File: src/rtl/mc68851_pkg.sv
// Shared definitions for the MC68851 coprocessor interface register bank:
// CIR byte addresses, handshake states, register ids and default primitives.
package mc68851_pkg;

  localparam logic [4:0] CIR_CONTROL    = 5'h00;
  localparam logic [4:0] CIR_RESPONSE   = 5'h02;
  localparam logic [4:0] CIR_RESTORE    = 5'h04;
  localparam logic [4:0] CIR_SAVE       = 5'h06;
  localparam logic [4:0] CIR_COMMAND    = 5'h08;
  localparam logic [4:0] CIR_CONDITION  = 5'h0C;
  localparam logic [4:0] CIR_OPERAND    = 5'h10;
  localparam logic [4:0] CIR_REG_SELECT = 5'h16;
  localparam logic [4:0] CIR_INSTR_ADDR = 5'h18;
  localparam logic [4:0] CIR_OP_ADDR    = 5'h1C;

  localparam int AB_BIT = 14;

  localparam logic [15:0] RESP_IDLE_DEF  = 16'h0802;
  localparam logic [15:0] RESP_PROTO_DEF = 16'h1C01;

  typedef enum logic [1:0] {
    ST_IDLE = 2'd0,
    ST_PEND = 2'd1,
    ST_BUSY = 2'd2
  } state_e;

  typedef enum logic [3:0] {
    R_NONE,
    R_CONTROL,
    R_RESPONSE,
    R_RESTORE,
    R_SAVE,
    R_COMMAND,
    R_CONDITION,
    R_OPERAND,
    R_REG_SELECT,
    R_INSTR_ADDR,
    R_OP_ADDR
  } reg_e;

endpackage

File: src/rtl/mc68851_resp_fifo.sv
// Response-primitive FIFO: synchronous push/pop/flush with occupancy count.
// A push when full is accepted only if a pop frees a slot in the same cycle.
module mc68851_resp_fifo #(
  parameter int DEPTH = 4,
  parameter int W     = 16
) (
  input  logic                   clk_i,
  input  logic                   rst_n,
  input  logic                   push,
  input  logic                   pop,
  input  logic                   flush,
  input  logic [W-1:0]           din,
  output logic [W-1:0]           dout,
  output logic [$clog2(DEPTH):0] count,
  output logic                   empty,
  output logic                   full
);
  localparam int AW = $clog2(DEPTH);
  localparam int CW = AW + 1;

  logic [W-1:0]  mem [DEPTH];
  logic [AW-1:0] rd_ptr;
  logic [AW-1:0] wr_ptr;
  logic          do_push;
  logic          do_pop;

  assign empty   = (count == '0);
  assign full    = (count == CW'(DEPTH));
  assign do_pop  = pop && !empty && !flush;
  assign do_push = push && (!full || do_pop) && !flush;
  assign dout    = mem[rd_ptr];

  always_ff @(posedge clk_i) begin
    if (do_push) mem[wr_ptr] <= din;
  end

  always_ff @(posedge clk_i) begin
    if (!rst_n || flush) begin
      rd_ptr <= '0;
      wr_ptr <= '0;
      count  <= '0;
    end else begin
      if (do_push) wr_ptr <= wr_ptr + AW'(1);
      if (do_pop)  rd_ptr <= rd_ptr + AW'(1);
      count <= count + CW'(do_push) - CW'(do_pop);
    end
  end

endmodule

File: src/rtl/mc68851_cir.sv
// MC68851 coprocessor interface register bank between the CPU coprocessor bus
// and the MMU core. MC68851_CIR_PROTO_VIOL_EN enables protocol-violation primitives.
//
// state | meaning
// IDLE  | no command outstanding, COMMAND/CONDITION writes accepted
// PEND  | word latched, cmd_valid_o offered to core
// BUSY  | core accepted the word, waiting for done_i
module mc68851_cir
  import mc68851_pkg::*;
#(
  parameter int          DW         = 32,
  parameter int          RESP_DEPTH = 4,
  parameter logic [15:0] RESP_IDLE  = RESP_IDLE_DEF,
  parameter logic [15:0] RESP_PROTO = RESP_PROTO_DEF
) (
  input  logic          clk_i,
  input  logic          rst_n,
  input  logic          cs_i,
  input  logic          we_i,
  input  logic [4:0]    addr_i,
  input  logic [DW-1:0] data_i,
  output logic [DW-1:0] data_o,
  output logic          ack_o,
  output logic          cmd_valid_o,
  output logic          cmd_is_cond_o,
  output logic [15:0]   cmd_o,
  input  logic          cmd_ready_i,
  input  logic          done_i,
  input  logic          resp_push_i,
  input  logic [15:0]   resp_data_i,
  output logic          resp_full_o,
  output logic          opnd_valid_o,
  output logic [31:0]   opnd_o,
  input  logic          opnd_ready_i,
  input  logic          opnd_load_i,
  input  logic [31:0]   opnd_i,
  input  logic [15:0]   save_i,
  input  logic [15:0]   reg_sel_i,
  output logic          restore_we_o,
  output logic [15:0]   restore_o,
  output logic          abort_o
);
  localparam int CW = $clog2(RESP_DEPTH) + 1;

  state_e        state;
  state_e        state_nx;
  reg_e          sel;
  logic [31:0]   bus_w;
  logic [31:0]   rd32;
  logic [31:0]   instr_addr;
  logic [31:0]   op_addr;
  logic [15:0]   wd16;
  logic [15:0]   fifo_head;
  logic [15:0]   push_data;
  logic [CW-1:0] fifo_count;
  logic          fifo_empty;
  logic          fifo_full;
  logic          fifo_push;
  logic          fifo_pop;
  logic          push_req;
  logic          proto_viol;
  logic          wr;
  logic          rd;
  logic          abort;
  logic          cmd_wr;
  logic          opnd_cpu;
  logic          opnd_set;
  logic          lo_half;

  // 16-bit registers ride the upper lane at even word addresses on a 32-bit bus
  function automatic logic [31:0] lane16(input logic [15:0] v, input logic a1);
    lane16 = (DW == 32 && !a1) ? {v, 16'h0000} : {16'h0000, v};
  endfunction

  function automatic logic [31:0] lane32(input logic [31:0] v, input logic a1);
    if (DW == 32) lane32 = v;
    else          lane32 = a1 ? {16'h0000, v[15:0]} : {16'h0000, v[31:16]};
  endfunction

  function automatic logic [31:0] merge32(input logic [31:0] old, input logic [31:0] w,
                                          input logic [15:0] h, input logic a1);
    if (DW == 32) merge32 = w;
    else          merge32 = a1 ? {old[31:16], h} : {h, old[15:0]};
  endfunction

  assign bus_w   = 32'(data_i);
  assign lo_half = (DW == 16) && addr_i[1];
  assign wd16    = (DW == 32 && !addr_i[1]) ? bus_w[31:16] : bus_w[15:0];
  assign wr      = cs_i && we_i;
  assign rd      = cs_i && !we_i;

  always_comb begin
    sel = R_NONE;
    if (!addr_i[0]) begin
      case (addr_i)
        CIR_CONTROL:    sel = R_CONTROL;
        CIR_RESPONSE:   sel = R_RESPONSE;
        CIR_RESTORE:    sel = R_RESTORE;
        CIR_SAVE:       sel = R_SAVE;
        CIR_COMMAND:    sel = R_COMMAND;
        CIR_CONDITION:  sel = R_CONDITION;
        CIR_REG_SELECT: sel = R_REG_SELECT;
        default:        sel = R_NONE;
      endcase
      if (DW == 16 || !addr_i[1]) begin
        if (addr_i[4:2] == CIR_OPERAND[4:2])    sel = R_OPERAND;
        if (addr_i[4:2] == CIR_INSTR_ADDR[4:2]) sel = R_INSTR_ADDR;
        if (addr_i[4:2] == CIR_OP_ADDR[4:2])    sel = R_OP_ADDR;
      end
    end
  end

  assign abort    = wr && (sel == R_CONTROL) && wd16[AB_BIT];
  assign cmd_wr   = wr && (sel == R_COMMAND || sel == R_CONDITION);
  assign opnd_cpu = wr && (sel == R_OPERAND);
  assign opnd_set = opnd_cpu && (DW == 32 || lo_half) && !opnd_load_i;

  always_comb begin
    state_nx = state;
    unique case (state)
      ST_IDLE: if (cmd_wr)      state_nx = ST_PEND;
      ST_PEND: if (cmd_ready_i) state_nx = ST_BUSY;
      ST_BUSY: if (done_i)      state_nx = ST_IDLE;
      default:                  state_nx = ST_IDLE;
    endcase
    if (abort) state_nx = ST_IDLE;
  end

  always_ff @(posedge clk_i) begin
    if (!rst_n) state <= ST_IDLE;
    else        state <= state_nx;
  end

  assign cmd_valid_o = (state == ST_PEND);

`ifdef MC68851_CIR_PROTO_VIOL_EN
  assign proto_viol = (cmd_wr && state != ST_IDLE)
                    || (rd && sel == R_OPERAND && opnd_valid_o)
                    || (cs_i && sel == R_NONE);
`else
  assign proto_viol = 1'b0;
`endif

  // Core pushes take priority over a same-cycle protocol-violation primitive
  assign push_req  = resp_push_i || proto_viol;
  assign push_data = resp_push_i ? resp_data_i : RESP_PROTO;
  assign fifo_pop  = rd && (sel == R_RESPONSE) && !fifo_empty;
  assign fifo_push = push_req && !abort;

  mc68851_resp_fifo #(
    .DEPTH (RESP_DEPTH),
    .W     (16)
  ) u_resp_fifo (
    .clk_i (clk_i),
    .rst_n (rst_n),
    .push  (fifo_push),
    .pop   (fifo_pop),
    .flush (abort),
    .din   (push_data),
    .dout  (fifo_head),
    .count (fifo_count),
    .empty (fifo_empty),
    .full  (fifo_full)
  );

  assign resp_full_o = (fifo_count == CW'(RESP_DEPTH));

  always_comb begin
    rd32 = '0;
    case (sel)
      R_RESPONSE:   rd32 = lane16(fifo_empty ? RESP_IDLE : fifo_head, addr_i[1]);
      R_RESTORE:    rd32 = lane16(restore_o, addr_i[1]);
      R_SAVE:       rd32 = lane16(save_i, addr_i[1]);
      R_REG_SELECT: rd32 = lane16(reg_sel_i, addr_i[1]);
      R_OPERAND:    rd32 = lane32(opnd_o, addr_i[1]);
      R_INSTR_ADDR: rd32 = lane32(instr_addr, addr_i[1]);
      R_OP_ADDR:    rd32 = lane32(op_addr, addr_i[1]);
      default:      rd32 = '0;
    endcase
  end

  always_ff @(posedge clk_i) begin
    if (!rst_n) begin
      data_o        <= '0;
      ack_o         <= 1'b0;
      cmd_is_cond_o <= 1'b0;
      cmd_o         <= '0;
      opnd_valid_o  <= 1'b0;
      opnd_o        <= '0;
      restore_we_o  <= 1'b0;
      restore_o     <= '0;
      abort_o       <= 1'b0;
      instr_addr    <= '0;
      op_addr       <= '0;
    end else begin
      ack_o        <= cs_i;
      abort_o      <= abort;
      restore_we_o <= wr && (sel == R_RESTORE);
      if (rd) data_o <= rd32[DW-1:0];
      if (wr && sel == R_RESTORE) restore_o <= wd16;
      if (wr && sel == R_INSTR_ADDR) instr_addr <= merge32(instr_addr, bus_w, wd16, lo_half);
      if (wr && sel == R_OP_ADDR)    op_addr    <= merge32(op_addr, bus_w, wd16, lo_half);
      if (cmd_wr && state == ST_IDLE) begin
        cmd_o         <= wd16;
        cmd_is_cond_o <= (sel == R_CONDITION);
      end
      // abort overrides every core-side event, including an operand load
      if (!abort && opnd_load_i) opnd_o <= opnd_i;
      else if (opnd_cpu)         opnd_o <= merge32(opnd_o, bus_w, wd16, lo_half);
      if (abort)             opnd_valid_o <= 1'b0;
      else if (opnd_set)     opnd_valid_o <= 1'b1;
      else if (opnd_ready_i) opnd_valid_o <= 1'b0;
    end
  end

endmodule

File: config.mk
export PLATFORM = sky130hd
export DESIGN_NAME = mc68851_cir
export DESIGN_NICKNAME = d
export VERILOG_FILES = /design/src/rtl/mc68851_pkg.sv /design/src/rtl/mc68851_resp_fifo.sv /design/src/rtl/mc68851_cir.sv
export SDC_FILE = /design/constraint.sdc
export NUM_CORES = 1
export LEC_CHECK = 0
export BUFFER_PORTS_ARGS = -buffer_cell sky130_fd_sc_hd__buf_2
export CAP_MARGIN = 20
export CORE_UTILIZATION = 58
export DETAILED_ROUTE_END_ITERATION = 7
export HOLD_SLACK_MARGIN = 0.15
export MAX_ROUTING_LAYER = met4
export PLACE_DENSITY = 0.85
export SLEW_MARGIN = 20
export SYNTH_ARGS = -nofsm -noshare
export SYNTH_HDL_FRONTEND = slang
export SYNTH_SLANG_ARGS = --single-unit
File: constraint.sdc
create_clock -name clk_i -period 7 [get_ports clk_i]
set_input_delay 0.35 -clock clk_i [delete_from_list [all_inputs] [get_ports clk_i]]
set_output_delay 0.35 -clock clk_i [all_outputs]
set_load 0.02 [all_outputs]
==> results.md <==
* Worst hold slack at about 0.16 ns
* CORE AREA at between 15000 and 20000 um^2
* Asr flop ratio synth at 0%
* Clk buf depth at 3
* Total of fill cells in the finished design at 1137
* Routed WL per cell at around 21 um
* Hold EP: instr_addr[3]
* Global-route wire length before repair at between 40 and 50 mm
* DIE AREA at about 18000 um^2
* Slew HR at roughly 30%
* Remaining routing DRC violations at 0
* Post-synthesis instance total at between 900 and 1000
* Synth Register Bits at 240
* Clock sinks at between 200 and 250
* Largest net degree at the start of global routing at 65
* PortBufs at roughly 230
* Fin. max-slew vios at 0
* H-tree depth at 1
* Dpl hpwl at approximately 20 mm
* Clk slew on worst S/H paths at around 0.07 ns
* Most common cell after layout, fill and taps aside: buf_2
* Yosys cell types at 50
* Core Util, Final at between 70 and 80%
* Global Route Usage Sum at 35.1%
* VDD IR-drop max at between 200 and 250 uV
* Unrepaired setup endpoints after global routing: false
* Hold Crit Class: in2reg
* Total power at about 3.1 mW
* # rows at 48
* Clock tree from TritonCTS: yes
* Initial DRC Count at ~980
* Synth warnings at 0
* Initial Utilization at a little under 60%
* # IOs at between 200 and 250
* Number of global-route vias before repair at 8542
* Ant diodes at 0
* Tmin final at 2.80 ns
* Postcts setup bufs at 0
* Setup skew after layout at 0.00984 ns
* Leakage power at ~5.3 nW
* Finish-stage setup viols at 0
* Syn Area/Cell at 10.3 um^2
* Synth Cell Area at 10200 um^2
* Clock root buffer: clkbuf_16
* R2r startpoint: u_resp_fifo.count[1]
* Hold path cells at 3
* CP arrival at 2.95 ns
* Most used flip-flop cell after synthesis: dfxtp_1
* CP required at between 7 and 8 ns
* Post-Route WL at between 30 and 40 mm
* Post-synth EDFFs at 64
* Power density cells at about 250 nW/um^2
* Worst slew pin tran at about 1.0 ns
* Max frequency at around 360 MHz
* CTS buffer count at 24
* Syn Nets at between 1000 and 1500
* Setup TNS Final at 0 ns
* CP Max Fanout at 28
* Antenna violations before repair at 0
* Routed Antenna Nets at 0
* Aggregate global routing overflow at 0
* Most frequent cells in the layout: buf_2, dfxtp_1, nand2_1
* Critical path class: in2reg
* Vias per std cell at slightly above 6
* Reg2reg end: u_resp_fifo.count[2]
* Sequential share of the synthesized area at around 54%
* Worst setup EP type: flip-flop
* Ratio of cells with drive above 1 in the final layout at 25.0%
* Worst skew pair latency at 0.52 ns
* CTS Hold Buffers Added at 55
* Layout area overhead at 25.0%
* Reg2reg setup slack at 4.42 ns
* DIE WIDTH at 134 um
* Max-Cap Viols at 0
* Hold wc startpoint: data_i[3]
* DRT Pass-1 Iters at 6
* Final hold violations at 0
* Worst R2R Path Depth at 9
* Nets at between 1000 and 1500
* Cts repair resizes at 0
* Die Span Y at 134 um
* Setup crit start kind: primary input
* Vias at slightly above 9000
* Outcome: finished, final reports clean
* RePlAce Congestion at between 0.8 and 0.9
* Period utilization at approximately 40%
## registers in the layout, summed over array words and instances (netlist names), named ones only
signal	cells
ack_o	1
opnd_valid_o	1
u_resp_fifo.rd_ptr	2
u_resp_fifo.wr_ptr	2
restore_we_o	1
op_addr	32
abort_o	1
state	2
cmd_is_cond_o	1
opnd_o	32
cmd_o	16
u_resp_fifo.count	3
data_o	32
u_resp_fifo.mem	64
restore_o	16
instr_addr	32
## cells in the mapped netlist (16+ instances only)
cell type  count  area share [%]
dfxtp_1      176              35
nand2_1      170             6.3
nor2_1        73             2.7
mux2i_1       67             6.6
a21oi_1       65             3.2
edfxtp_1      64              19
a211oi_1      49             3.6
clkbuf_1      41             1.5
a22oi_1       39             2.9
and2_1        36             2.2
a22o_1        34             2.9
inv_1         28             1.0
buf_2         27             1.3
mux4_2        16             3.5
## through the flow
stage	instances	worst slack, ns	area (um^2)
2_1_floorplan	988	4.43	10200
3_3_place_gp	1380	3.81	11400
3_5_place_dp	1380	3.68	11400
4_1_cts	1475	4.21	12700
5_1_grt	1475	4.11	12700
6_report	1475	4.20	12700
## metal layers
metal  track usage, %  share of wire [%]  up-vias
li1                 -                  -     4040
met1             46.0                 38     4301
met2             54.7                 47      672
met3             5.06                 10      125
met4             15.0                4.6        0
met5                -                  0        -
## how the worst max path moves through the flow
stage	startpoint	to	slack, ns
global placement	addr_i[1]	u_resp_fifo.mem[1][6]	3.81
detailed placement	addr_i[1]	u_resp_fifo.mem[0][9]	3.68
CTS	addr_i[1]	u_resp_fifo.mem[0][0]	4.21
floorplan	addr_i[1]	u_resp_fifo.count[2]	4.43
global route	addr_i[1]	u_resp_fifo.mem[0][0]	4.11
finish	addr_i[1]	u_resp_fifo.mem[0][10]	4.20
## final cells by class
cell class,instances,area (um^2),share of cell area [%]
sequential,240,5450,42.9
tap,225,282,2.22
inverter,29,110,0.867
clock buffer,34,731,5.75
timing repair buffer,297,1800,14.1
multi-input combinational,644,4300,33.8
clock inverter,6,38.8,0.305
## where the power goes
part / switching (mW) / total, mW / internal [mW] / leakage [nW]
combinational: 0.206 / 0.338 / 0.132 / 2.87
clock: 0.536 / 1.26 / 0.724 / 0.376
sequential: 0.0359 / 1.53 / 1.50 / 2.02
total: 0.778 / 3.13 / 2.35 / 5.26
## worst max-delay path, stage by stage
cell and delay [ns]:
buf_2 0.52, or4b_4 0.58, nor4_4 0.37, o21ai_2 0.15, nor2_1 0.26, and2_1 0.70
## kinds of logic after synthesis
logic type / count (synthesis) / synth area share [%]
buf+inv: 104 / 4.39
fa+ha+maj: 7 / 0.936
compound gates: 220 / 15.5
flops: 240 / 53.6
simple gates: 329 / 15.0
xor+xnor: 5 / 0.431
mux: 83 / 10.1
Power figures use the tool's default switching activity.
